### src/rtl/pipe_reg_n.sv
// Elastic pipeline register chain: DEPTH valid/ready stages that collapse bubbles.
// The ready chain is combinational, so in_ready follows out_ready in the same cycle.
module pipe_reg_n #(
  parameter int unsigned WIDTH = 64,
  parameter int unsigned DEPTH = 4,
  localparam int unsigned CntW = $clog2(DEPTH + 1)
) (
  input  logic             clk,
  input  logic             clear,
  input  logic             flush,
  input  logic             in_valid,
  input  logic [WIDTH-1:0] in_data,
  output logic             in_ready,
  output logic             out_valid,
  output logic [WIDTH-1:0] out_data,
  input  logic             out_ready,
  output logic [CntW-1:0]  count
);

  logic [DEPTH-1:0] r_valid;
  logic [WIDTH-1:0] r_data [DEPTH];
  logic [CntW-1:0]  r_count;

  logic [DEPTH:0]   w_ready;
  logic [DEPTH-1:0] w_in_valid;
  logic [WIDTH-1:0] w_in_data [DEPTH];
  logic [DEPTH-1:0] w_valid_d;
  logic [CntW-1:0]  w_count_d;

  // Stage i is ready when out_ready is high or any stage from i downstream is empty.
  always_comb begin
    logic v_acc;
    v_acc = out_ready;
    w_ready[DEPTH] = out_ready;
    for (int i = DEPTH - 1; i >= 0; i--) begin
      v_acc      = v_acc || !r_valid[i];
      w_ready[i] = v_acc;
    end
  end

  assign in_ready = w_ready[0] && !flush;

  always_comb begin
    w_in_valid[0] = in_valid && in_ready;
    w_in_data[0]  = in_data;
    for (int i = 1; i < DEPTH; i++) begin
      w_in_valid[i] = r_valid[i-1];
      w_in_data[i]  = r_data[i-1];
    end
  end

  always_comb begin
    w_valid_d = r_valid;
    w_count_d = '0;
    for (int i = 0; i < DEPTH; i++) begin
      if (flush) begin
        w_valid_d[i] = 1'b0;
      end else if (w_ready[i]) begin
        w_valid_d[i] = w_in_valid[i];
      end
      w_count_d = w_count_d + CntW'(w_valid_d[i]);
    end
  end

  always_ff @(posedge clk or posedge clear) begin
    if (clear) begin
      r_valid <= '0;
      r_count <= '0;
      for (int i = 0; i < DEPTH; i++) begin
        r_data[i] <= '0;
      end
    end else begin
      r_valid <= w_valid_d;
      r_count <= w_count_d;
      // Data only moves with a valid item; empty stages keep their old contents.
      for (int i = 0; i < DEPTH; i++) begin
        if (!flush && w_ready[i] && w_in_valid[i]) begin
          r_data[i] <= w_in_data[i];
        end
      end
    end
  end

  assign out_valid = r_valid[DEPTH-1];
  assign out_data  = r_data[DEPTH-1];
  assign count     = r_count;

endmodule

### config.mk
export PLATFORM = sky130hd
export DESIGN_NAME = pipe_reg_n
export DESIGN_NICKNAME = d
export VERILOG_FILES = /design/src/rtl/pipe_reg_n.sv
export SDC_FILE = /design/constraint.sdc
export NUM_CORES = 1
export LEC_CHECK = 0
export CAP_MARGIN = 20
export CORE_MARGIN = 2
export CORE_UTILIZATION = 50
export CTS_BUF_LIST = sky130_fd_sc_hd__clkbuf_4 sky130_fd_sc_hd__clkbuf_8
export DETAILED_ROUTE_END_ITERATION = 8
export GPL_ROUTABILITY_DRIVEN = 0
export GPL_TIMING_DRIVEN = 1
export HOLD_SLACK_MARGIN = 0.02
export PLACE_DENSITY = 0.81
export SYNTH_ARGS = -nofsm -noshare
export SYNTH_HDL_FRONTEND = slang
export SYNTH_SLANG_ARGS = --single-unit
export TNS_END_PERCENT = 20
### constraint.sdc
create_clock -name clk -period 12.6 [get_ports clk]
set_clock_uncertainty 0.15 [all_clocks]
set_input_delay 3.15 -clock clk [delete_from_list [all_inputs] [get_ports clk]]
set_output_delay 3.15 -clock clk [all_outputs]
set_load 0.01 [all_outputs]
After elaboration in Yosys (flattened, before gate mapping)
Cells that the tools add are included.

storage, ports and cells
  flip-flop bits (word level) = 263
  output and inout bits = 69

operators by class
  reduce and logical (&&, ||, !) cells = 18
  add/sub/neg operators = 3
  multiplexer cells = 8

operator list
  kind                                    count
  1-bit logical AND                       9
  1-bit two-way mux                       8
  1-bit logical NOT                       5
  1-bit logical OR                        4
  2-bit by 1-bit adder with 3-bit output  1
  3-bit by 1-bit adder with 3-bit output  1
  1-bit by 1-bit adder with 2-bit output  1

Depth between registers and ports, before layout
Gate-level depths: netlist of the first run.

  depth in word-level cells = 12
  depth in mapped cells = 8
  depth with buffers taken out = 7

Worst setup path after synthesis of the first run
No wires, ideal clock.

  kind = in2out
  start point = input out_ready
  end point = output in_ready
  buffers on the path = 1
  setup slack = 5606 ps
  arrival = 3694 ps
  stages on the path = 3
  cells stage by stage = and4b_1 buf_2 a21oi_1

on the way
  longest elaborated chain between the ends = 5

RTL lines
  item                            line  text
  start: declaration              16    input logic out_ready,
  1-bit logical OR (4 in series)  36    v_acc = v_acc || !r_valid[i];
  1-bit logical AND               41    assign in_ready = w_ready[0] && !flush;
  end: declaration                13    output logic in_ready,

No other way between the ends.

Worst setup path in the final report of the first run
Same ends and word-level chain as after synthesis.

==> results of run 1 <==
## stage by stage
stage | cells | cell area, µm² | hold slack [ns]
after floorplan | 638 | 10410 | 0.3022
after global placement | 957 | 11420 | 0.3145
after detailed placement | 957 | 11420 | 0.3286
after CTS | 1028 | 12350 | 0.3433
after global routing | 1028 | 12350 | 0.3594
final | 1029 | 12360 | 0.3404
## layer usage
layer	vias up	global-route usage (%)
met4	2	5.476
li1	2341	-
met2	145	27.73
met3	37	6.074
met5	-	0
met1	2691	22.29
## final cells by class
| class | count | area (µm²) | area share (%) |
|---|---|---|---|
| Multi-Input combinational cell | 278 | 3068 | 24.83 |
| Antenna cell | 1 | 2.502 | 0.02025 |
| Inverter | 4 | 22.52 | 0.1823 |
| Clock inverter | 9 | 151.4 | 1.225 |
| Tap cell | 270 | 337.8 | 2.734 |
| Clock buffer | 62 | 784.5 | 6.349 |
| Sequential cell | 263 | 6581 | 53.26 |
| Timing Repair Buffer | 142 | 1409 | 11.40 |
## state kept, by name, indices dropped and copies added, names as in the netlist
signal,cells
r_valid,4
r_data,192
count,3
out_data,64
## critical path, delay by kind of cell
kind,cells,cell delay (ns)
AOI/OAI and AO/OA,1,0.17
buffers and inverters,2,1.02
and+or+nand+nor,1,0.28
## report_power, final
group	total [µW]	internal [µW]	switching [µW]
Sequential	1230	1100	129
Combinational	502	335	167
Clock	794	480	314
Total	2520	1910	611
## how the worst min path moves through the flow
stage	startpoint	end	depth (start not counted)
after CTS	r_data[211]$_DFFE_PP0P_	r_data[147]$_DFFE_PP0P_	1
after floorplan	r_data[214]$_DFFE_PP0P_	r_data[214]$_DFFE_PP0P_	1
after global placement	r_data[241]$_DFFE_PP0P_	r_data[241]$_DFFE_PP0P_	1
after global routing	r_data[108]$_DFFE_PP0P_	out_data[44]$_DFFE_PP0P_	1
final	r_data[240]$_DFFE_PP0P_	r_data[240]$_DFFE_PP0P_	1
after detailed placement	r_data[214]$_DFFE_PP0P_	r_data[214]$_DFFE_PP0P_	1
## cells in the final DEF (no fill, tap or decap), types with 2 or more instances in the layout
cell type / netlist / layout
clkdlybuf4s50_1: 0 / 137
clkinv_2: 0 / 3
mux2_2: 252 / 252
nor2_1: 6 / 6
clkbuf_4: 0 / 11
nor3b_2: 0 / 2
ha_1: 2 / 2
dfrtp_1: 263 / 263
clkbuf_8: 6 / 51
mux2_1: 4 / 4
inv_1: 4 / 3
a21oi_1: 3 / 3
bufinv_16: 0 / 4
or2_2: 3 / 3
buf_4: 65 / 5
## kinds of logic (layout without fill, tap and decap cells)
logic type	count (synthesis)	after routing	synth area share, %
other cells	0	1	0
mux	256	256	27.70
buf+inv	97	217	7.454
fa+ha+maj	3	3	0.4328
flops	263	263	63.24
simple gates	14	14	0.7815
compound gates	5	5	0.3967
==> impl_metrics.ini, run 1 <==
[synth]
synthMostInstantiatedCell = dfrtp_1
synth_common_cells = 263 x dfrtp_1, 252 x mux2_2, 65 x buf_4
netlist_area_um2 = 10410
synth-async-reset-ratio_pct = 100.0
syn_inst = 638
synth_nets = 710
synth_top_area_share_pct = 63.24
yosys.area.top_type = dfrtp_1
synth_warnings = 0
ys_ff_latch = 263
ys_top_cells_by_area = dfrtp_1 63%, mux2_2 27%, buf_4 4.7%
synth.distinct_cells = 20
ys_seq_area_share_pct = 63.24
synth_edf_count = 0
avgSynthCellArea_um2 = 16.31
yosys_most_used_dff = dfrtp_1

[worst_setup_path]
worstPathRequired_ns = 9.30
crit_chain = clkdlybuf4s50_1 -> and4b_1 -> a21oi_1 -> clkdlybuf4s50_1
worst_setup_path_start_kind = primary input
slowest_delay_ns = 0.56
critPathCapture = in_ready
rr_worst_depth = 7
crit_fanout = 5
cp-startpoint = out_ready
crit_arrival_ns = 4.62
reg2reg_to = count[1]$_DFF_PP0_
end_kind = output pin
critical_path_class = in2out
cp_common_cell = clkdlybuf4s50_1
r2r-start = r_valid[2]$_DFF_PP0_
slowest_stage = clkdlybuf4s50_1
r2r_slack_ns = 10.07

[clock_network]
cts_tree = done
post_cts_buffers = 0
clkLatencyLatePin_ns = 0.54
root_buffer = clkbuf_8
clock_sinks = 263
cts_resized = 0
cts_buffer_depth = 3
htreeDepth = 2
cts.hold.buffers_added = 0
cts_buffers = 43
clk_pin_slew_ns = 0.05

[floorplan]
initial_core_util_pct = 51.27
dieArea_um2 = 21990
die_w_um = 148.3
rows = 52
top_level_ports = 138
dieHeight_um = 148.3
core-area_um2 = 20300

[global_routing]
grt_pass1_vias = 5911
grt_pass1_wl_um = 30300
grt_overflow = 0
grt_max_degree = 115
grt_use_total_pct = 17.29
antenna_found_initial = 2

[sta]
final_hold_viol_count = 0
max_slew.worst_pin.slew_ns = 0.9686
rsz0062_at_grt = false
max_freq_mhz = 126.2
drv_slew = 0
min_period_over_period_pct = 62.87
relSlewSlack_pct = 35.43
fin_setup_tns_ns = 0
fin_ws_ns = 4.678
min_period_ns = 7.922
setup_viol = 0

[route]
met1_length_um = 7593
topRoutingLayerUsed = met5
wirelength_um = 17850
vias = 5216
drt-initial-drc-count = 102
detail-route-antenna-nets = 0
drt-wirelength-per-cell_um = 17.35
wl_met2_um = 8496
viasPerCell = 5.069
wl_met3_um = 1351
drc = 0
firstDrtPassIters = 4

[worst_hold_path]
hold_path_class = reg2reg

[status]
outcome = complete, no violations

[cells_and_area]
nNetsFinal = 804
fin_util_pct = 60.87
fillCellCount = 1534
drive_gt1_share_pct = 44.46
syn2layout_area_growth_pct = 18.73

[power_and_ir_drop]
powerDensity_nw_per_um2 = 204.0
p_leak_uw = 0.005422
peakVddDrop_mv = 0.1069
power_uw = 2521

[flow_run]
drv_cap = 0

[placement]
preCtsSetupSlack_ns = 4.693
hpwl_um = 10940
io_buffers = 137
Note: power is estimated with default switching activity, not from simulation.
==> inputs of run 2 (changes only) <==
--- a/config.mk
+++ b/config.mk
@@ -13,7 +13,7 @@
 export GPL_ROUTABILITY_DRIVEN = 0
 export GPL_TIMING_DRIVEN = 1
 export HOLD_SLACK_MARGIN = 0.02
-export PLACE_DENSITY = 0.81
+export PLACE_DENSITY = 0.83
 export SYNTH_ARGS = -nofsm -noshare
 export SYNTH_HDL_FRONTEND = slang
 export SYNTH_SLANG_ARGS = --single-unit
==> constraint.sdc (replaced) <==
create_clock -name clk -period 6.34 [get_ports clk]
set_clock_uncertainty 0.15 [all_clocks]
set_input_delay 1.585 -clock clk [delete_from_list [all_inputs] [get_ports clk]]
set_output_delay 1.585 -clock clk [all_outputs]
set_load 0.01 [all_outputs]
==> impl_metrics.ini, run 2 (synthesis gave the netlist of run 1 again) <==
[placement]
preCtsSetupSlack_ns = 1.551
io_buffers = 137
hpwl_um = 11070

[global_routing]
grt_overflow = 0
grt_use_total_pct = 17.11
grt_pass1_vias = 6056
antenna_found_initial = 1
grt_max_degree = 98
grt_pass1_wl_um = 30080

[cells_and_area]
largest_register_ffs = 192
syn2layout_area_growth_pct = 18.71
mostFrequentLayoutCells = 263 x dfrtp_1, 252 x mux2_2, 137 x clkdlybuf4s50_1
final_common_cell = dfrtp_1
largest-register = r_data
fin_util_pct = 60.86
drive_gt1_share_pct = 44.90
nNetsFinal = 808

[sta]
max_freq_mhz = 208.4
setup_viol = 0
fin_setup_tns_ns = 0
rsz0062_at_grt = false
final_hold_viol_count = 0
drv_slew = 0
fin_ws_ns = 1.542
min_period_ns = 4.798
min_period_over_period_pct = 75.68
max_slew.worst_pin.slew_ns = 0.9971
relSlewSlack_pct = 33.53

[status]
outcome = complete, no violations

[clock_network]
clock_sinks = 263
post_cts_buffers = 0
clk_pin_slew_ns = 0.06
clkLatencyLatePin_ns = 0.53
cts.hold.buffers_added = 0
cts_resized = 0
cts_buffer_depth = 3
cts_buffers = 44
root_buffer = clkbuf_8
cts_tree = done
htreeDepth = 2

[worst_setup_path]
worstPathRequired_ns = 4.61
critical_path_class = in2out
crit_arrival_ns = 3.06
crit_fanout = 5
end_kind = output pin
worst_setup_path_start_kind = primary input
rr_worst_depth = 4

[floorplan]
rows = 52
core-area_um2 = 20300
die_w_um = 148.3
dieHeight_um = 148.3
dieArea_um2 = 21990
top_level_ports = 138
initial_core_util_pct = 51.27

[route]
wirelength_um = 18200
drt-wirelength-per-cell_um = 17.58
detail-route-antenna-nets = 0
vias = 5231
firstDrtPassIters = 4
drc = 0
drt-initial-drc-count = 161
viasPerCell = 5.054

[power_and_ir_drop]
peakVddDrop_mv = 0.2353
p_leak_uw = 0.005422
powerDensity_nw_per_um2 = 399.4

[flow_run]
drv_cap = 0

[worst_hold_path]
hold_path_class = reg2reg
hold_depth = 1
[run 2: changes by cell type in the layout (fill, tap and decap cells not counted)]
| cell | before | now |
|---|---|---|
| clkbuf_4 | 11 | 16 |
| bufinv_16 | 4 | 0 |
| clkbuf_8 | 51 | 55 |
| buf_12 | 0 | 2 |
| clkinv_2 | 3 | 1 |
| clkinvlp_4 | 1 | 3 |
| a211o_2 | 0 | 1 |
| a211o_4 | 1 | 0 |
| buf_4 | 5 | 6 |
| inv_6 | 1 | 0 |
| inv_8 | 1 | 0 |
[run 2: area by class of cell]
class                   instances  area, µm²
diodes                          1      2.502
clock buffers                  71      877.1
clock inverters                 3      20.02
fillers                      1526       7945
inverters                       4      18.77
multi-input cells             278       3060
flip-flops and latches        263       6581
well taps                     270      337.8
repair buffers                145       1456
[run 2: per-stage QoR]
| step | total power, µW | hold slack, ns | area [µm²] | std cells |
|---|---|---|---|---|
| floorplan | 3167 | 0.3022 | 10410 | 638 |
| global placement | 3399 | 0.3197 | 11450 | 960 |
| detailed placement | 3486 | 0.3262 | 11450 | 960 |
| CTS | 5004 | 0.3398 | 12350 | 1034 |
| global route | 5202 | 0.3605 | 12350 | 1034 |
| finish | 4935 | 0.3342 | 12350 | 1035 |
[run 2: path summary, 6_finish.rpt]
path                                    startpoint                        to  slack (ns)
setup / recovery                         out_ready                  in_ready        1.54
hold / removal             r_data[214]$_DFFE_PP0P_   r_data[214]$_DFFE_PP0P_        0.33
setup reg to reg              r_valid[3]$_DFF_PP0_    r_data[64]$_DFFE_PP0P_        3.76
hold reg to reg            r_data[214]$_DFFE_PP0P_   r_data[214]$_DFFE_PP0P_        0.33
max in group asynchronous                    clear   r_data[109]$_DFFE_PP0P_        3.53
min in group asynchronous                    clear  out_data[15]$_DFFE_PP0P_        1.48
[run 2: critical path, cell delays in order]
cell and delay, ns:
clkdlybuf4s50_1 0.47, and4b_1 0.28, a21oi_1 0.17, clkdlybuf4s50_1 0.56
[run 2: routing by layer]
metal	routed length (µm)	GRT usage [%]	up-vias
li1	-	-	2349
met1	7824	21.21	2719
met2	8839	28.40	141
met3	1287	5.828	22
met4	244	5.619	0
met5	0	0	-
[run 2: report_power, final]
part	total [µW]	internal (µW)	switching [µW]
registers	2450	2180	267
logic	998	667	331
clock network	1490	867	622
total	4930	3710	1220
==> inputs of run 3 (changes only) <==
--- a/config.mk
+++ b/config.mk
@@ -13,7 +13,7 @@
 export GPL_ROUTABILITY_DRIVEN = 0
 export GPL_TIMING_DRIVEN = 1
 export HOLD_SLACK_MARGIN = 0.02
-export PLACE_DENSITY = 0.83
+export PLACE_DENSITY = 0.81
 export SYNTH_ARGS = -nofsm -noshare
 export SYNTH_HDL_FRONTEND = slang
 export SYNTH_SLANG_ARGS = --single-unit
==> constraint.sdc (replaced) <==
create_clock -name clk -period 5 [get_ports clk]
set_clock_uncertainty 0.15 [all_clocks]
set_input_delay 1.25 -clock clk [delete_from_list [all_inputs] [get_ports clk]]
set_output_delay 1.25 -clock clk [all_outputs]
set_load 0.01 [all_outputs]
==> impl_metrics.ini, run 3 (synthesis gave the netlist of run 1 again) <==
[clock_network]
cts_buffers = 43
clk_pin_slew_ns = 0.06
htreeDepth = 2
clkLatencyLatePin_ns = 0.52
post_cts_buffers = 0
root_buffer = clkbuf_8
cts_resized = 0
cts_tree = done
cts.hold.buffers_added = 0
cts_buffer_depth = 3
clock_sinks = 263

[power_and_ir_drop]
p_leak_uw = 0.005450
powerDensity_nw_per_um2 = 510.2
peakVddDrop_mv = 0.2421
power_uw = 6342

[global_routing]
grt_max_degree = 90
grt_overflow = 0
grt_use_total_pct = 17.60
grt_pass1_vias = 6115
grt_pass1_wl_um = 31020
antenna_found_initial = 0

[sta]
max_freq_mhz = 239.8
drv_slew = 0
min_period_ns = 4.170
relSlewSlack_pct = 35.19
final_hold_viol_count = 0
fin_setup_tns_ns = 0
hold-worst-slack_ns = 0.3362
min_period_over_period_pct = 83.40
setup_viol = 0
rsz0062_at_grt = false
max_slew.worst_pin.slew_ns = 0.9722

[floorplan]
dieHeight_um = 148.3
rows = 52
core-area_um2 = 20300
die_w_um = 148.3
dieArea_um2 = 21990
top_level_ports = 138
initial_core_util_pct = 51.27

[cells_and_area]
largest_register_ffs = 192
final_common_cell = dfrtp_1
drive_gt1_share_pct = 44.82
syn2layout_area_growth_pct = 19.43
n_antenna_cell = 0
nNetsFinal = 805
mostFrequentLayoutCells = 263 x dfrtp_1, 252 x mux2_2, 137 x clkdlybuf4s50_1
largest-register = r_data
fillCellCount = 1500

[route]
wirelength_um = 18460
drc = 0
drt-initial-drc-count = 142
detail-route-antenna-nets = 0
drt-wirelength-per-cell_um = 17.87
viasPerCell = 5.094
firstDrtPassIters = 4
vias = 5262

[worst_setup_path]
worstPathRequired_ns = 3.60
crit_fanout = 5
end_kind = output pin
r2r-start = r_valid[2]$_DFF_PP0_
worst_setup_path_start_kind = primary input
cp-startpoint = out_ready
crit_arrival_ns = 2.77
critical_path_class = in2out

[placement]
hpwl_um = 11170
io_buffers = 137

[worst_hold_path]
hold_path_class = reg2reg
hold_start = r_data[241]$_DFFE_PP0P_

[status]
outcome = complete, no violations

[flow_run]
drv_cap = 0
==> run 3: final cells by class <==
class	instances	area (µm²)	share of cell area, %
clock buffers	70	888.4	7.147
clock inverters	5	56.30	0.4530
inverters	4	18.77	0.1510
multi-input cells	278	3068	24.68
flip-flops and latches	263	6581	52.95
well taps	270	337.8	2.718
repair buffers	143	1479	11.90
==> run 3: per-layer routing <==
metal	track usage (%)	wire length, µm
met3	5.644	1249
met2	28.94	8880
met1	22.30	7943
met4	5.857	386
met5	0	0
==> run 3: per-stage QoR <==
step | worst slack [ns] | cells | instance area, µm² | utilization [%]
after floorplan | 0.1305 | 638 | 10410 | -
final | 0.8299 | 1033 | 12430 | 61.23
after global placement | 0.8894 | 958 | 11480 | 56.58
after CTS | 0.8253 | 1033 | 12430 | 61.23
after global routing | 0.7796 | 1033 | 12430 | 61.23
after detailed placement | 0.8351 | 958 | 11480 | 56.58
==> run 3: worst paths after layout <==
path	endpoint	slack, ns	cells after the start
hold reg to reg	r_data[241]$_DFFE_PP0P_	0.34	1
setup reg to reg	count[1]$_DFF_PP0_	2.43	7
setup / recovery	in_ready	0.83	4
min in group asynchronous	r_data[183]$_DFFE_PP0P_	1.05	2
max in group asynchronous	out_data[29]$_DFFE_PP0P_	2.80	3
hold / removal	r_data[241]$_DFFE_PP0P_	0.34	1
==> run 3: critical path: stages <==
cell and delay [ns]:
clkdlybuf4s50_1 0.46, and4b_1 0.28, a21oi_1 0.20, clkdlybuf4s50_1 0.57
==> run 3: where the power goes <==
part / internal [µW] / total (µW) / switching (µW)
clock network: 1170 / 1970 / 799
logic: 848 / 1270 / 425
registers: 2760 / 3100 / 334
